File: config.mk
export PLATFORM = sky130hd
export DESIGN_NAME = ili_fill_rect
export DESIGN_NICKNAME = d
export VERILOG_FILES = /design/src/rtl/ili_fill_rect.sv
export SDC_FILE = /design/constraint.sdc
export NUM_CORES = 1
export LEC_CHECK = 0
export CAP_MARGIN = 20
export CORE_MARGIN = 5
export CORE_UTILIZATION = 45
export DETAILED_ROUTE_END_ITERATION = 12
export GPL_TIMING_DRIVEN = 0
export PLACE_DENSITY = 0.71
export SLEW_MARGIN = 0
export SYNTH_ARGS = -nofsm -noshare
export SYNTH_HDL_FRONTEND = slang
export SYNTH_SLANG_ARGS = --single-unit
export TNS_END_PERCENT = 5
File: constraint.sdc
create_clock -name clk -period 12.6 [get_ports clk]
set_clock_uncertainty 0.2 [all_clocks]
set_input_delay 1.26 -clock clk [delete_from_list [all_inputs] [get_ports clk]]
set_output_delay 1.26 -clock clk [all_outputs]
set_load 0.03 [all_outputs]
File: src/rtl/ili_fill_rect.sv
// ILI9341 rectangle fill: emits CASET/PASET/RAMWR with arguments, then one RGB565 word per pixel.
// Optional ILI_FILL_CLAMP_EN clamps x1/y1 to the panel edge instead of rejecting the request.
module ili_fill_rect #(
   parameter int H_RES   = 240,
   parameter int V_RES   = 320,
   parameter int COORD_W = 9
) (
   input  logic               clk,
   input  logic               rst,
   input  logic               i_start,
   input  logic [COORD_W-1:0] i_x0,
   input  logic [COORD_W-1:0] i_x1,
   input  logic [COORD_W-1:0] i_y0,
   input  logic [COORD_W-1:0] i_y1,
   input  logic [15:0]        i_color,
   input  logic               i_byte_done,
   output logic               o_send,
   output logic [7:0]         o_data,
   output logic               o_dc,
   output logic               o_cs,
   output logic               o_busy,
   output logic               o_done,
   output logic               o_err
);

   localparam logic [2:0] S_IDLE   = 3'd0;
   localparam logic [2:0] S_CHECK  = 3'd1;
   localparam logic [2:0] S_CMD    = 3'd2;
   localparam logic [2:0] S_ARG    = 3'd3;
   localparam logic [2:0] S_PIX_HI = 3'd4;
   localparam logic [2:0] S_PIX_LO = 3'd5;
   localparam logic [2:0] S_WAIT   = 3'd6;
   localparam logic [2:0] S_FINISH = 3'd7;

   localparam logic [COORD_W-1:0] X_MAX   = COORD_W'(H_RES - 1);
   localparam logic [COORD_W-1:0] Y_MAX   = COORD_W'(V_RES - 1);
   localparam logic [3:0]         HDR_LEN = 4'd11;

   logic [2:0]         state;
   logic [COORD_W-1:0] x0, x1, y0, y1;
   logic [15:0]        color;
   logic [3:0]         hdr_idx;
   logic [16:0]        pix_cnt;
   logic               hi_sent;

   logic [COORD_W-1:0] x1_eff, y1_eff;
   logic               req_bad;
   logic [16:0]        width_px, height_px, pix_total;
   logic [15:0]        x0_w, x1_w, y0_w, y1_w;
   logic [7:0]         hdr_data;
   logic               hdr_dc;

   // NOTE: every signal assigned in always_comb gets a default first, so no path leaves it unassigned and no latch is inferred.
   always_comb begin
      x1_eff = x1;
      y1_eff = y1;
`ifdef ILI_FILL_CLAMP_EN
      if (x1 > X_MAX) x1_eff = X_MAX;
      if (y1 > Y_MAX) y1_eff = Y_MAX;
      req_bad = (x0 > x1_eff) || (y0 > y1_eff);
`else
      req_bad = (x0 > x1) || (y0 > y1) || (x1 > X_MAX) || (y1 > Y_MAX);
`endif
      width_px  = 17'(x1_eff) - 17'(x0) + 17'd1;
      height_px = 17'(y1_eff) - 17'(y0) + 17'd1;
      pix_total = width_px * height_px;
   end

   assign x0_w = 16'(x0);
   assign x1_w = 16'(x1);
   assign y0_w = 16'(y0);
   assign y1_w = 16'(y1);

   // Header byte hdr_idx of the command preamble; index 0 (0x2A) is issued straight from CHECK.
   always_comb begin
      hdr_data = 8'h00;
      hdr_dc   = 1'b1;
      case (hdr_idx)
         4'd0:    begin hdr_data = 8'h2A; hdr_dc = 1'b0; end
         4'd1:    hdr_data = x0_w[15:8];
         4'd2:    hdr_data = x0_w[7:0];
         4'd3:    hdr_data = x1_w[15:8];
         4'd4:    hdr_data = x1_w[7:0];
         4'd5:    begin hdr_data = 8'h2B; hdr_dc = 1'b0; end
         4'd6:    hdr_data = y0_w[15:8];
         4'd7:    hdr_data = y0_w[7:0];
         4'd8:    hdr_data = y1_w[15:8];
         4'd9:    hdr_data = y1_w[7:0];
         4'd10:   begin hdr_data = 8'h2C; hdr_dc = 1'b0; end
         default: begin hdr_data = 8'h00; hdr_dc = 1'b1; end
      endcase
   end

   // NOTE: state registers use non-blocking assignments so every flop samples pre-edge values.
   always_ff @(posedge clk) begin
      if (!rst) begin
         state   <= S_IDLE;
         x0      <= '0;
         x1      <= '0;
         y0      <= '0;
         y1      <= '0;
         color   <= '0;
         hdr_idx <= '0;
         pix_cnt <= '0;
         hi_sent <= 1'b0;
         o_send  <= 1'b0;
         o_data  <= 8'h00;
         o_dc    <= 1'b0;
         o_cs    <= 1'b1;
         o_busy  <= 1'b0;
         o_done  <= 1'b0;
         o_err   <= 1'b0;
      end else begin
         o_send <= 1'b0;
         o_done <= 1'b0;
         o_err  <= 1'b0;
         case (state)
            S_IDLE: begin
               if (i_start) begin
                  x0     <= i_x0;
                  x1     <= i_x1;
                  y0     <= i_y0;
                  y1     <= i_y1;
                  color  <= i_color;
                  o_busy <= 1'b1;
                  state  <= S_CHECK;
               end
            end
            S_CHECK: begin
               if (req_bad) begin
                  o_err  <= 1'b1;
                  o_busy <= 1'b0;
                  state  <= S_IDLE;
               end else begin
                  x1      <= x1_eff;
                  y1      <= y1_eff;
                  pix_cnt <= pix_total;
                  hdr_idx <= 4'd1;
                  hi_sent <= 1'b0;
                  o_send  <= 1'b1;
                  o_data  <= 8'h2A;
                  o_dc    <= 1'b0;
                  o_cs    <= 1'b0;
                  state   <= S_CMD;
               end
            end
            S_CMD, S_ARG, S_PIX_HI, S_PIX_LO: state <= S_WAIT;
            S_WAIT: begin
               if (i_byte_done) begin
                  if (hdr_idx != HDR_LEN) begin
                     o_send  <= 1'b1;
                     o_data  <= hdr_data;
                     o_dc    <= hdr_dc;
                     hdr_idx <= hdr_idx + 4'd1;
                     state   <= hdr_dc ? S_ARG : S_CMD;
                  end else if (hi_sent) begin
                     o_send  <= 1'b1;
                     o_data  <= color[7:0];
                     o_dc    <= 1'b1;
                     hi_sent <= 1'b0;
                     state   <= S_PIX_LO;
                  end else if (pix_cnt != 17'd0) begin
                     o_send  <= 1'b1;
                     o_data  <= color[15:8];
                     o_dc    <= 1'b1;
                     hi_sent <= 1'b1;
                     pix_cnt <= pix_cnt - 17'd1;
                     state   <= S_PIX_HI;
                  end else begin
                     o_cs   <= 1'b1;
                     o_done <= 1'b1;
                     o_busy <= 1'b0;
                     state  <= S_FINISH;
                  end
               end
            end
            S_FINISH: state <= S_IDLE;
            default:  state <= S_IDLE;
         endcase
      end
   end

endmodule

* After elaboration in Yosys (flattened, before gate mapping)
Index checks and enable logic that the tools add are counted.
** Word-level totals
- Flip-flop bits (word level) :: 91
- Input port bits :: 56
- Logic and storage cells :: 134
** Cells by class
- Add/sub/neg operators :: 6
- Multiply operators :: 1
- Order comparisons :: 4
- Equality and inequality tests :: 28
- Mux-type cells :: 56
- Bitwise logic cells :: 3
- Reductions and logical operators :: 20
** Operator list (count)
- case mux 8 bit (11 select lines) :: 1
- 2-to-1 mux 17 bit :: 5
- 2-to-1 mux 8 bit :: 5
- case mux 17 bit (2 select lines) :: 1
- 2-to-1 mux 1 bit :: 27
- adder 10 x 2 -> 11 bit (second input constant) :: 2
- subtractor 9 x 9 -> 10 bit :: 2
- > comparator 9 bit :: 2
- != test 2 bit (second input constant) :: 9
- multiplier 11 x 11 -> 17 bit :: 1
- nonzero test 17 bit :: 1
- subtractor 17 x 1 -> 17 bit (second input constant) :: 1
- equality test 4 x 3 -> 1 bit (second input constant) :: 4
- case mux 8 bit (2 select lines) :: 1
- case mux 3 bit (5 select lines) :: 1
- equality test 3 bit (second input constant) :: 4
- equality test 4 bit (second input constant) :: 3
- 2-to-1 mux 4 bit :: 3
- AND reduction 4 bit :: 3
- AND reduction 6 bit :: 2
- > comparator 9 x 8 -> 1 bit (second input constant) :: 1
- > comparator 9 bit (second input constant) :: 1
- 2-to-1 mux 3 bit :: 3
- equality test 4 x 2 -> 1 bit (second input constant) :: 2
- 20 further kinds :: 33

* Logic depth before layout (Yosys ltp)
Gate-level depths: netlist of run 1.
- Depth in word-level cells :: 6
- Mapped depth :: 31
- Mapped depth without buffers :: 31

* Worst setup path after synthesis of run 1
Ideal clock, no wire load.
- Kind :: register -> register
- Start point :: reg x1[0]
- End point :: reg pix_cnt[16]
- Arrival :: 7.447 ns
- Path slack :: 4.836 ns
- Cell stages (with the launch flop) :: 28
- Clock period less this slack :: 7.764 ns
- Cells stage by stage :: dfxtp_1 > inv_1 > ha_1 > inv_1 > fa_1 > a21oi_1 > nor3_1 > or4b_2 > nand2_1 > nor3_1 > a21boi_0 > nand2_1 > fa_1 > inv_1 > fa_1 > fa_1 > fa_1 > inv_1 > fa_1 > inv_1 > ha_1 > and3_1 > a211oi_1 > o21bai_1 > a21oi_1 > xnor3_1 > xnor3_1 > a31o_2
** Between the ends
- Longest elaborated chain between the ends :: 6
- Elaborated cells between the ends (all ways) :: 12
- Classes of those cells :: add/sub (2); mul (1); order compare (2); eq/ne (1); mux (2); reduce/logical (4)
** Ends and longest elaborated chain
- from (decl) :: line 40 : logic [COORD_W-1:0] x0, x1, y0, y1;
- from (signal assigned) :: line 121 : x1 <= i_x1;
- parallel branches: the longest is 6 deep, another holds multiplier 11 x 11 -> 17 bit
- to (signal assigned) :: line 137 : pix_cnt <= pix_total;
- to (signal assigned) :: line 167 : pix_cnt <= pix_cnt - 17'd1;
- to (decl) :: line 43 : logic [16:0] pix_cnt;
Several ways; the timed one is not identified. The select of a mux whose other input is x is not followed.
A chain may end at the register's enable or synchronous reset.

* Worst setup path in the final report of run 1
- Start point :: reg x0[0]
- End point :: reg pix_cnt[16]
** Between the ends
- Longest elaborated chain between the ends :: 6
- Elaborated cells between the ends (all ways) :: 11
- Classes of those cells :: add/sub (2); mul (1); order compare (1); eq/ne (1); mux (2); reduce/logical (4)
** Ends and longest elaborated chain
- from (decl) :: line 40
- from (signal assigned) :: line 120 : x0 <= i_x0;
- parallel branches: the longest is 6 deep, another holds multiplier 11 x 11 -> 17 bit
Several ways; the timed one is not identified. The select of a mux whose other input is x is not followed.

==> impl_metrics.json, run 1 <==
{
  "initial_core_util_pct": 45.8,
  "max_stage_delay_ns": 0.80,
  "slowest_stage": "xnor2_1",
  "worst_path_most_repeated_cell": "fa_1",
  "setup_tns_ns": 0,
  "netlist_area_um2": 9290,
  "cp.required_ns": 12.65,
  "routed_wl_um": 24000,
  "synth.ff_latch_count": 91,
  "final-hold-violation-count": 0,
  "grt_max_degree": 19,
  "startpoint_type": "flop",
  "routabilityCongestion": 0.917,
  "cts-buffers-inserted": 9,
  "seq_area_um2": 1820,
  "maxCapViolCount": 0,
  "met1_usage_pct": 27.5,
  "cts_sinks": 91,
  "busiest_layer": "met2",
  "synthFlopType": "dfxtp_1",
  "grt_overflow": 0,
  "avgSynthCellArea_um2": 7.88,
  "clkTransAtPathRegs_ns": 0.07,
  "setup_viol": 0,
  "maxSlewHeadroom_pct": 31.8,
  "async_reset_ff_share_pct": 0,
  "drive_gt1_share_pct": 4.11,
  "drv_slew": 0,
  "clock_path_buffers": 2,
  "critPathArrivalTime_ns": 8.97,
  "postSynthCellCount": 1180,
  "route.vias.total": 8151,
  "grt_util_met3_pct": 3.74,
  "tightest_slew_ns": 1.02,
  "vias_per_cell": 5.31,
  "seq_area_frac_synth_pct": 19.6,
  "diodes": 0,
  "synth_xor_area_share_pct": 5.68,
  "grt_pass1_vias": 8051,
  "drt_iter0_markers": 571,
  "port_buffers": 69,
  "synthAdderAreaFrac_pct": 27.5,
  "ctsHoldBuffers": 0,
  "ant_nets": 0,
  "fmaxAchievable_ghz": 0.112,
  "nets": 1469,
  "grt_pass1_wl_um": 39500,
  "synth_cell_type_count": 76,
  "grt_usage_pct": 20.2,
  "synth-edff-count": 0,
  "min_period_ns": 8.93,
  "core-area_um2": 20300,
  "synth-compound-area-share_pct": 16.5,
  "avgRoutedWirePerCell_um": 15.6,
  "clk_latency_ns": 0.35,
  "drc_errors": 0,
  "post-cts-setup-buffers": 0,
  "fill_cells": 1992,
  "die_h_um": 154,
  "synth_fp_nets": 1389,
  "syn_to_final_growth_pct": 14.2,
  "drtPass1Iterations": 5,
  "yosys_warnings": 0,
  "cts_htree_levels": 3,
  "period_share_pct": 70.9,
  "synth_top_family_by_area": "adder cells",
  "ios": 70,
  "status": "finished clean",
  "ctsResizeCount": 0,
  "cp-end-kind": "flop",
  "yosys.area_share.simple_pct": 20.2,
  "multiInputGateArea_um2": 6610,
  "die_area_um2": 23600,
  "dp_hpwl_um": 19400,
  "rsz0062_at_grt": "false",
  "cts_tree": "done",
  "crit_type": "flop to flop",
  "cp_max_fo": 9,
  "die_x_um": 154,
  "synth.area.mux_share_pct": 1.29,
  "hp-class": "flop to flop",
  "antenna_found_initial": 0,
  "grtUsageMet2_pct": 33.5,
  "rows": 52,
  "root_buffer": "clkbuf_16"
}
## cell usage in the layout, fill, tap and decap left out, types with 4 or more instances in the layout
cell type,instances
nand2_1,186
inv_1,170
a21oi_1,99
dfxtp_1,91
fa_1,86
nor2_1,85
clkdlybuf4s50_1,69
ha_1,67
clkbuf_1,48
o21ai_0,44
xnor2_1,34
and2_1,26
nor2b_1,21
nand2b_1,20
xor2_1,16
nor3_1,16
a22oi_1,15
nand3_1,11
o21bai_1,10
a211oi_1,9
clkbuf_16,9
mux2_2,8
or2_2,7
o211ai_1,7
o21a_1,6
a22o_1,6
nor4_1,6
or3_1,5
a311oi_2,5
xnor3_1,4
inv_6,4
## worst max-delay path, delay by kind of cell (launching register included)
kind            cells  cell delay [ns]
buf+inv             4             0.24
xor+xnor            3             1.71
flops               1             0.39
simple gates        6             1.58
compound gates      7             1.44
fa+ha+maj           8             3.25
## cells in the mapped netlist (21+ instances only)
library cell	number	area, um^2
dfxtp_1	91	1820
fa_1	86	1720
a21oi_1	99	495
nor2b_1	21	131
xnor2_1	34	298
nor2_1	85	319
nand2_1	186	698
ha_1	67	838
and2_1	26	163
o21ai_0	44	220
clkbuf_1	48	180
inv_1	170	638
## registers in the layout, indices dropped and copies added, names as in the netlist, 3 cells and up
signal	cells
o_data	8
pix_cnt	17
hdr_idx	4
x0	9
y1	9
y0	9
color	16
x1	9
state	3
## final cells by class
| class | instances | area share [%] |
|---|---|---|
| Multi-Input combinational cell | 864 | 62.3 |
| Sequential cell | 91 | 17.2 |
| Timing Repair Buffer | 69 | 6.51 |
| Clock inverter | 7 | 0.637 |
| Buffer | 53 | 2.00 |
| Tap cell | 270 | 3.18 |
| Clock buffer | 9 | 2.12 |
| Inverter | 172 | 6.08 |
## cells by family (layout without fill, tap and decap cells)
logic type               Yosys count  count (layout)
AO/OA/AOI/OAI                    240             240
XOR/XNOR                          54              54
adder cells (fa/ha/maj)          153             153
buffers and inverters            225             310
flip-flops                        91              91
multiplexers                      11              11
AND/OR/NAND/NOR                  406             406
## final timing paths
kind | to | cells past startpoint | slack, ns | start
setup / recovery | pix_cnt[16]$_SDFFE_PN0P_ | 28 | 3.67 | x0[0]$_SDFFE_PN0P_
hold / removal | color[9]$_SDFFE_PN0P_ | 2 | 0.26 | color[9]$_SDFFE_PN0P_
setup reg to reg | pix_cnt[16]$_SDFFE_PN0P_ | 28 | 3.67 | x0[0]$_SDFFE_PN0P_
hold reg to reg | color[9]$_SDFFE_PN0P_ | 2 | 0.26 | color[9]$_SDFFE_PN0P_
## per-stage QoR
step                area [um^2]  hold WS, ns  setup slack, ns  std cells  utilization (%)
finish                    10600        0.257             3.67       1535             52.3
floorplan                  9290        0.233             4.84       1180                -
global route              10600        0.274             3.21       1535             52.3
detailed placement        10300        0.245             3.72       1519             50.8
global placement          10300        0.241             3.76       1519             50.8
CTS                       10600        0.256             3.71       1535             52.3
## metal layers
layer  vias up  share of wire (%)
met5         -                  0
met4         0                2.2
met3        37                6.1
met2       264                 47
met1      3845                 45
li1       4005                  -
Power of run 1 is left out: the tool's default activity adds up to more than one toggle a clock period on the data nets, which glitch-free logic cannot reach.
==> run 2, diff against run 1 <==
--- a/config.mk
+++ b/config.mk
@@ -10,7 +10,7 @@
 export CORE_UTILIZATION = 45
 export DETAILED_ROUTE_END_ITERATION = 12
 export GPL_TIMING_DRIVEN = 0
-export PLACE_DENSITY = 0.71
+export PLACE_DENSITY = 0.73
 export SLEW_MARGIN = 0
 export SYNTH_ARGS = -nofsm -noshare
 export SYNTH_HDL_FRONTEND = slang
==> constraint.sdc (replaced) <==
create_clock -name clk -period 8.15 [get_ports clk]
set_clock_uncertainty 0.2 [all_clocks]
set_input_delay 0.815 -clock clk [delete_from_list [all_inputs] [get_ports clk]]
set_output_delay 0.815 -clock clk [all_outputs]
set_load 0.03 [all_outputs]
==> run 2 against run 1 <==
Net effect:
- design area rose by 4.8%
- routed wire length is 5.9% higher
- first-iteration DRC count rose by 16%
==> impl_metrics.json, run 2 (synthesized netlist as in run 1, its figures left out) <==
{
  "reg.largest.list": "pix_cnt (17), color (16)",
  "grt_pass1_vias": 8316,
  "rows": 52,
  "cp_max_fo": 4,
  "drtPass1Iterations": 6,
  "seq_area_um2": 1820,
  "core-area_um2": 20300,
  "worst_hold_slack_ns": 0.259,
  "routabilityCongestion": 0.911,
  "ios": 70,
  "top_register": "pix_cnt",
  "period_share_pct": 96.3,
  "layout_common_cells": "nand2_1, inv_1, a21oi_1",
  "crit_type": "flop to flop",
  "critPathArrivalTime_ns": 7.89,
  "cts_htree_levels": 3,
  "fmaxAchievable_ghz": 0.127,
  "utilization_pct": 54.8,
  "diodes": 0,
  "ctsHoldBuffers": 0,
  "antenna_found_initial": 0,
  "dp_hpwl_um": 19700,
  "syn_to_final_growth_pct": 19.7,
  "die_h_um": 154,
  "grt_pass1_wl_um": 40000,
  "drive_gt1_share_pct": 9.15,
  "tightest_slew_ns": 1.00,
  "grt_overflow": 0,
  "slowest_stage": "fa_1",
  "ant_nets": 0,
  "multiInputGateArea_um2": 6920,
  "grt_usage_pct": 20.5,
  "critPathTopFamily": "adder cells",
  "cp.required_ns": 8.19,
  "avgRoutedWirePerCell_um": 16.3,
  "cts-buffers-inserted": 9,
  "grt_max_degree": 17,
  "setup_slack_ns": 0.303,
  "port_buffers": 69,
  "cp-end-kind": "flop",
  "cts_sinks": 91,
  "clock_path_buffers": 2,
  "clkTransAtPathRegs_ns": 0.07,
  "max_stage_delay_ns": 0.55,
  "root_buffer": "clkbuf_16",
  "nets": 1495,
  "critPathBufInv": 7,
  "layout_commonest_cell": "nand2_1",
  "die_x_um": 154,
  "worst_path_most_repeated_cell": "fa_1",
  "hp-class": "flop to flop",
  "fill_cells": 1905,
  "initial_core_util_pct": 45.8,
  "final-hold-violation-count": 0,
  "setup_viol": 0,
  "clk_latency_ns": 0.35,
  "route.vias.total": 8420,
  "cts_tree": "done",
  "min_period_ns": 7.85,
  "routed_wl_um": 25400,
  "largest_register_ffs": 17,
  "drc_errors": 0,
  "die_area_um2": 23600,
  "maxCapViolCount": 0,
  "drv_slew": 0,
  "pre_cts_ws_ns": -0.784,
  "startpoint_type": "flop",
  "vias_per_cell": 5.40,
  "status": "finished clean",
  "drt_iter0_markers": 661,
  "maxSlewHeadroom_pct": 32.6
}
==> run 2: cell count changes in the layout (fill, tap and decap cells not counted), moves of 4 or more <==
cell / delta
buf_4: +27
a21oi_2: +4
xnor2_2: +7
clkbuf_1: -4
a21oi_1: -5
xnor2_1: -11
xnor2_4: +4
xor2_1: -4
==> run 2: per-stage QoR <==
step | setup TNS (ns) | cell area (um^2) | instances
2_1_floorplan | 0 | 9290 | 1180
3_3_place_gp | -0.741 | 10300 | 1519
3_5_place_dp | -0.792 | 10300 | 1519
4_1_cts | 0 | 10800 | 1544
5_1_grt | -0.0387 | 11100 | 1560
6_report | 0 | 11100 | 1560
==> run 2: routing by layer <==
layer	up-vias	track usage (%)	part of all wire, %
met5	-	0	0
li1	4045	-	-
met1	4009	26.5	43
met4	0	5.55	2.8
met3	66	3.63	6.1
met2	300	35.2	49
==> run 2: final cells by class <==
type                            count  area share [%]
Multi-Input combinational cell    864            62.2
Tap cell                          270            3.04
Inverter                          172            5.80
Clock buffer                        9            2.02
Buffer                             52            1.91
Sequential cell                    91            16.4
Timing Repair Buffer               96            8.03
Clock inverter                      6           0.652
==> run 2: worst paths after layout <==
path	start	to	slack [ns]	cells past startpoint
worst max register to register	y0[0]$_SDFFE_PN0P_	pix_cnt[16]$_SDFFE_PN0P_	0.30	29
worst min register to register	color[9]$_SDFFE_PN0P_	color[9]$_SDFFE_PN0P_	0.26	2
worst min-delay path	color[9]$_SDFFE_PN0P_	color[9]$_SDFFE_PN0P_	0.26	2
worst max-delay path	y0[0]$_SDFFE_PN0P_	pix_cnt[16]$_SDFFE_PN0P_	0.30	29
==> run 2: repair_timing <==
item | CTS | global route
hold endpoints to repair | 0 | 0
gates cloned | 0 | 0
resized for setup | 22 | 34
setup buffers | 10 | 17
endpoints found under the setup margin | 2 | 2
pin swaps | 4 | 14
==> run 2: tightest hold or removal path: cells and delay by family (launching register included) <==
| family | cells | cell delay [ns] |
|---|---|---|
| flops | 1 | 0.31 |
| simple gates | 1 | 0.05 |
| compound gates | 1 | 0.05 |
Power of run 2 is left out for the same reason.
